$ cat config.mk
export PLATFORM = sky130hd
export DESIGN_NAME = miriscv_uart_rx
export DESIGN_NICKNAME = d
export VERILOG_FILES = /design/src/rtl/miriscv_uart_pkg.sv /design/src/rtl/miriscv_uart_rx_fifo.sv /design/src/rtl/miriscv_uart_rx.sv
export SDC_FILE = /design/constraint.sdc
export NUM_CORES = 1
export LEC_CHECK = 0
export ABC_CLOCK_PERIOD_IN_PS = 2400
export CAP_MARGIN = 15
export CORE_UTILIZATION = 55
export CTS_CLUSTER_DIAMETER = 200
export DETAILED_ROUTE_END_ITERATION = 7
export GPL_ROUTABILITY_DRIVEN = 0
export PLACE_DENSITY = 0.79
export SYNTH_ARGS = -nofsm -noshare
export SYNTH_HDL_FRONTEND = slang
export SYNTH_HIERARCHICAL = 1
export SYNTH_SLANG_ARGS = --single-unit
$ cat constraint.sdc
create_clock -name clk_i -period 2.4 [get_ports clk_i]
set_input_delay 0.24 -clock clk_i [delete_from_list [all_inputs] [get_ports clk_i]]
set_output_delay 0.24 -clock clk_i [all_outputs]
set_load 0.02 [all_outputs]
$ cat src/rtl/miriscv_uart_pkg.sv
// Shared UART definitions for the MIRISCV receiver and the future transmitter.
package miriscv_uart_pkg;

    localparam int unsigned UART_DATA_W = 8;

    typedef enum logic [2:0] {
        IDLE,
        START,
        DATA,
        PARITY,
        STOP,
        BREAK
    } uart_rx_state_t;

    // Even parity: the parity bit makes the total count of ones even.
    function automatic logic uart_parity(input logic [UART_DATA_W-1:0] data);
        return ^data;
    endfunction

endpackage

$ cat src/rtl/miriscv_uart_rx_fifo.sv
// Synchronous show-ahead FIFO holding received bytes; head is visible while valid_o is set.
module miriscv_uart_rx_fifo
    import miriscv_uart_pkg::*;
#(
    parameter int unsigned DEPTH = 4
) (
    input  logic                   clk_i,
    input  logic                   arstn_i,
    input  logic                   push_i,
    input  logic [UART_DATA_W-1:0] data_i,
    input  logic                   pop_i,
    output logic [UART_DATA_W-1:0] data_o,
    output logic                   valid_o,
    output logic                   full_o
);

    localparam int unsigned AW = $clog2(DEPTH);

    logic [UART_DATA_W-1:0] mem [DEPTH];
    logic [AW-1:0]          rd_ptr;
    logic [AW-1:0]          wr_ptr;
    logic [AW:0]            count;
    logic                   push_ok_c;
    logic                   pop_ok_c;

    assign valid_o   = (count != '0);
    assign full_o    = (count == (AW+1)'(DEPTH));
    assign data_o    = mem[rd_ptr];
    // A pop in the same cycle frees the slot, so push while full is accepted then.
    assign push_ok_c = push_i && (!full_o || pop_i);
    assign pop_ok_c  = pop_i && valid_o;

    always_ff @(posedge clk_i or negedge arstn_i) begin
        if (!arstn_i) begin
            for (int i = 0; i < int'(DEPTH); i++) begin
                mem[i] <= '0;
            end
            rd_ptr <= '0;
            wr_ptr <= '0;
            count  <= '0;
        end else begin
            if (push_ok_c) begin
                mem[wr_ptr] <= data_i;
                wr_ptr      <= wr_ptr + 1'b1;
            end
            if (pop_ok_c) begin
                rd_ptr <= rd_ptr + 1'b1;
            end
            case ({push_ok_c, pop_ok_c})
                2'b10:   count <= count + 1'b1;
                2'b01:   count <= count - 1'b1;
                default: count <= count;
            endcase
        end
    end

endmodule

$ cat src/rtl/miriscv_uart_rx.sv
// MIRISCV UART receiver: 8E1 frames to a valid/ready byte stream with error pulses.
// Define MIRISCV_UART_RX_FIFO_EN to buffer bytes in a FIFO_DEPTH-entry FIFO.
module miriscv_uart_rx
    import miriscv_uart_pkg::*;
#(
    parameter int unsigned CLK_FREQ_HZ = 100000000,
    parameter int unsigned BAUDRATE    = 6250000,
    parameter int unsigned FIFO_DEPTH  = 4
) (
    input  logic                   clk_i,
    input  logic                   arstn_i,
    input  logic                   uart_rx_i,
    output logic [UART_DATA_W-1:0] rx_data_o,
    output logic                   rx_valid_o,
    input  logic                   rx_ready_i,
    output logic                   parity_err_o,
    output logic                   frame_err_o,
    output logic                   overrun_o
);

    localparam int unsigned BIT_DIV = CLK_FREQ_HZ / BAUDRATE;
    localparam int unsigned TIMER_W = $clog2(BIT_DIV);
    localparam int unsigned IDX_W   = $clog2(UART_DATA_W);

    if (BIT_DIV < 4) begin : g_bad_bit_div
        $error("miriscv_uart_rx: BIT_DIV must be at least 4");
    end
    if (FIFO_DEPTH < 2 || (FIFO_DEPTH & (FIFO_DEPTH - 1)) != 0) begin : g_bad_fifo_depth
        $error("miriscv_uart_rx: FIFO_DEPTH must be a power of two and at least 2");
    end

    logic                   rx_meta;
    logic                   rxs;
    uart_rx_state_t         state;
    uart_rx_state_t         state_nxt;
    logic [TIMER_W-1:0]     timer;
    logic [TIMER_W-1:0]     timer_nxt;
    logic [IDX_W-1:0]       idx;
    logic [IDX_W-1:0]       idx_nxt;
    logic [UART_DATA_W-1:0] shift;
    logic [UART_DATA_W-1:0] shift_nxt;
    logic                   par_bit;
    logic                   par_bit_nxt;
    logic                   push_c;
    logic                   parity_err_c;
    logic                   frame_err_c;
    logic                   half_c;
    logic                   full_c;

    assign half_c = (timer == TIMER_W'(BIT_DIV/2 - 1));
    assign full_c = (timer == TIMER_W'(BIT_DIV - 1));

    // Two-flop synchroniser; line idles high.
    always_ff @(posedge clk_i or negedge arstn_i) begin
        if (!arstn_i) begin
            rx_meta <= 1'b1;
            rxs     <= 1'b1;
        end else begin
            rx_meta <= uart_rx_i;
            rxs     <= rx_meta;
        end
    end

    always_ff @(posedge clk_i or negedge arstn_i) begin
        if (!arstn_i) begin
            state <= IDLE;
        end else begin
            state <= state_nxt;
        end
    end

    always_comb begin
        state_nxt    = state;
        timer_nxt    = timer + 1'b1;
        idx_nxt      = idx;
        shift_nxt    = shift;
        par_bit_nxt  = par_bit;
        push_c       = 1'b0;
        parity_err_c = 1'b0;
        frame_err_c  = 1'b0;
        case (state)
            IDLE: begin
                timer_nxt = '0;
                idx_nxt   = '0;
                if (!rxs) begin
                    state_nxt = START;
                end
            end
            START: begin
                if (half_c) begin
                    timer_nxt = '0;
                    state_nxt = rxs ? IDLE : DATA;
                end
            end
            DATA: begin
                if (full_c) begin
                    timer_nxt      = '0;
                    shift_nxt[idx] = rxs;
                    idx_nxt        = idx + 1'b1;
                    if (idx == IDX_W'(UART_DATA_W - 1)) begin
                        state_nxt = PARITY;
                    end
                end
            end
            PARITY: begin
                if (full_c) begin
                    timer_nxt   = '0;
                    par_bit_nxt = rxs;
                    state_nxt   = STOP;
                end
            end
            STOP: begin
                // Leaving mid-stop-bit lets a following start bit be seen with no dead time.
                if (full_c) begin
                    timer_nxt = '0;
                    state_nxt = IDLE;
                    if (!rxs) begin
                        frame_err_c = 1'b1;
                        state_nxt   = BREAK;
                    end else if (par_bit != uart_parity(shift)) begin
                        parity_err_c = 1'b1;
                    end else begin
                        push_c = 1'b1;
                    end
                end
            end
            BREAK: begin
                timer_nxt = '0;
                if (rxs) begin
                    state_nxt = IDLE;
                end
            end
            default: begin
                timer_nxt = '0;
                state_nxt = IDLE;
            end
        endcase
    end

    always_ff @(posedge clk_i or negedge arstn_i) begin
        if (!arstn_i) begin
            timer        <= '0;
            idx          <= '0;
            shift        <= '0;
            par_bit      <= 1'b0;
            parity_err_o <= 1'b0;
            frame_err_o  <= 1'b0;
        end else begin
            timer        <= timer_nxt;
            idx          <= idx_nxt;
            shift        <= shift_nxt;
            par_bit      <= par_bit_nxt;
            parity_err_o <= parity_err_c;
            frame_err_o  <= frame_err_c;
        end
    end

`ifdef MIRISCV_UART_RX_FIFO_EN
    logic pop_c;
    logic fifo_full;

    assign pop_c = rx_valid_o && rx_ready_i;

    miriscv_uart_rx_fifo #(
        .DEPTH (FIFO_DEPTH)
    ) u_fifo (
        .clk_i   (clk_i),
        .arstn_i (arstn_i),
        .push_i  (push_c),
        .data_i  (shift),
        .pop_i   (pop_c),
        .data_o  (rx_data_o),
        .valid_o (rx_valid_o),
        .full_o  (fifo_full)
    );

    always_ff @(posedge clk_i or negedge arstn_i) begin
        if (!arstn_i) begin
            overrun_o <= 1'b0;
        end else begin
            overrun_o <= push_c && fifo_full && !pop_c;
        end
    end
`else
    // Single holding register; a byte arriving while it is full and not drained is dropped.
    always_ff @(posedge clk_i or negedge arstn_i) begin
        if (!arstn_i) begin
            rx_data_o  <= '0;
            rx_valid_o <= 1'b0;
            overrun_o  <= 1'b0;
        end else begin
            overrun_o <= 1'b0;
            if (push_c) begin
                if (!rx_valid_o || rx_ready_i) begin
                    rx_data_o  <= shift;
                    rx_valid_o <= 1'b1;
                end else begin
                    overrun_o <= 1'b1;
                end
            end else if (rx_valid_o && rx_ready_i) begin
                rx_valid_o <= 1'b0;
            end
        end
    end
`endif

endmodule

==> impl_metrics.yaml <==
placed_design:
  pre_cts_ws_ps: 436.2
  dp_hpwl_mm: 1.986
  port_buffers: 15
  placedInstanceArea_sq_mm: 0.001774
sta:
  fin_crit_sh_pct: 81.95
  relSlewSlack_pct: 69.96
  tns_ps: 0
  drv_slew: 0
  fin_ws_ps: 433.3
  tightestPinTransition_ps: 445.0
  rsz0062_at_grt: "false"
  hold_viol_final: 0
  setup_viol: 0
  fmax_ghz: 0.5085
  finClkSkew_ps: 14.69
  min_period_ps: 1967
logic_synthesis:
  synth_cells: 130
  async_reset_ff_share_pct: 100.0
  synth_warnings: 6
  syn_avg_cell_area_sq_um: 12.14
  synth-edff-count: 0
  synthXorXnorAreaFrac_pct: 6.820
  ys_top_cells_by_area: "dfrtp_1 (49%), mux2_2 (12%), dfstp_2 (3.3%), ha_1 (2.4%), nand2_1 (2.4%)"
  synth_top_family_by_area: "simple AND/OR/NAND/NOR gates"
  yosysUniqueCellTypes: 38
  yosys.area.top_type: "dfrtp_1"
  synthMuxAreaShare_pct: 13.56
  synth-simple-area-share_pct: 14.20
  syn_area_sq_mm: 0.001578
  synth_seq_cells: 33
  yosys_most_used_dff: "dfrtp_1"
  synth_top_cell_area_share_pct: 49.17
  synth_adder_area_share_pct: 2.379
  ys_seq_area_share_pct: 52.50
  synthesis.nets: 137
  synth-compound-area-share_pct: 8.882
floorplanning:
  rows: 19
  die_area_sq_mm: 0.003087
  die_h_um: 55.56
  die_w_um: 55.56
  start_util_pct: 57.71
  io_pins: 16
  fp.coreArea_sq_mm: 0.002734
routing:
  route.vias.total: 1076
  drt_first_pass_iters: 4
  first_iter_violations: 35
  ant_nets: 0
  drc: 0
  wl_per_cell_um: 15.96
  drt-total-wl_mm: 2.921
  viasPerCell: 5.880
setup_path:
  r2r_slack_ps: 430
  max_stage_delay_ps: 440
  critPathBufInv: 0
  end_kind: "register"
  cp.required_ps: 2630
  path_class: "reg2reg"
  cp-endpoint: "rx_data_o[0]"
  worstPathArrival_ps: 2200
  path_cells: "xnor2_1 > xnor3_2 > mux2i_4 > mux2_2"
  crit_start: "shift[6]"
  cp.depth: 4
  cp_max_fo: 8
  slowest_stage: "xnor3_2"
  r2r_start: "shift[6]"
  critPathTopFamily: "multiplexers"
  r2r_cells: 4
  r2r-end: "rx_data_o[0]"
  cp-start-kind: "register"
cts:
  post_cts_buffers: 0
  post_cts_resize_count: 0
  clk_pin_slew_ps: 110
  root_buffer: "clkbuf_4"
  cts_tree: "built"
  clock_path_buffers: 2
  cts_hold_buf: 0
  clk_latency_ps: 340
  cts.sinks: 33
  htree_levels: 2
  cts_buffers: 5
final_layout:
  final_common_cell: "dfrtp_1"
  antennaDiodeCount: 0
  fin_util_pct: 68.65
  layout.nets: 158
  syn2layout_area_growth_pct: 18.95
  layout-drive-gt1-share_pct: 23.68
  fillers: 211
  stdcell_area_sq_mm: 0.001877
  final_cell_mix: "dfrtp_1 (31), mux2_2 (17), clkdlybuf4s50_1 (15), nand2_1 (10), nor2_1 (7)"
pwr:
  p_leak_nw: 0.8503
  power_density_mw_per_mm2: 882.6
  ir_worst_vdd_uv: 759.5
  power_mw: 1.656
global_route:
  antenna_found_initial: 0
  track_usage_pct: 22.23
  grt_overflow: 0
  grt_pass1_wl_mm: 5.306
  grt_start_max_net_pins: 34
  grt_pass1_vias: 1101
run:
  cap_violations: 0
status:
  status: "finished clean"
worst_hold_path:
  hp-class: "in2async"
## worst min-delay path by stage
stage	slack, ps	cells after the start	startpoint	end
finish	300	2	arstn_i	rx_data_o[1]
global route	310	1	uart_rx_i	rx_meta
CTS	310	2	arstn_i	rx_data_o[1]
detailed placement	350	0	rx_meta	rxs
global placement	350	0	rx_meta	rxs
floorplan	-60	0	arstn_i	frame_err_o
## routing by layer
metal	wire, um	up-vias	global-route usage (%)
li1	-	510	-
met1	1333	538	29.92
met2	1440	23	34.77
met3	101	5	6.089
met4	45	0	7.857
met5	0	-	0
## metrics by stage
step	hold slack (ps)	cells
6_report	298.7	183
5_1_grt	311.2	183
4_1_cts	312.1	183
3_5_place_dp	347.6	175
3_3_place_gp	347.0	175
2_1_floorplan	-55.59	130
## registers in the layout, indices dropped and copies added (netlist names)
register and count:
rx_data_o 8, shift 8, timer 4, idx 3, state 3, frame_err_o 1
overrun_o 1, par_bit 1, parity_err_o 1, rx_meta 1, rx_valid_o 1, rxs 1
## where the power goes
group          internal, mW  leakage [nW]  switching (mW)  total (mW)
clock                 0.322        0.0552           0.191       0.514
combinational         0.193         0.365           0.201       0.395
sequential            0.636         0.430           0.112       0.748
total                  1.15         0.850           0.505        1.66
## cell usage after synthesis, types with 3 or more instances
cell and n:
dfrtp_1 31, mux2_2 17, nand2_1 10, nor2_1 7, clkbuf_1 4, nor2b_1 4
o21ai_0 4, xor2_1 4, ha_1 3, inv_1 3, nand3_1 3, nor4_1 3
o2bb2ai_1 3, xnor2_1 3
## kinds of logic (layout without fill, tap and decap cells)
family	count (synthesis)	count (layout)
flops	33	33
buf+inv	7	29
compound gates	20	20
xor+xnor	9	9
simple gates	40	40
fa+ha+maj	3	3
mux	18	18
## layout make-up
| class | count | area, sq um | area share [%] |
|---|---|---|---|
| Sequential cell | 33 | 828.3 | 44.13 |
| Multi-Input combinational cell | 90 | 723.2 | 38.53 |
| Clock buffer | 5 | 37.54 | 2.000 |
| Tap cell | 31 | 38.79 | 2.067 |
| Inverter | 3 | 11.26 | 0.6000 |
| Timing Repair Buffer | 18 | 172.7 | 9.200 |
| Clock inverter | 3 | 65.06 | 3.467 |
(Power assumes the default switching activity.)
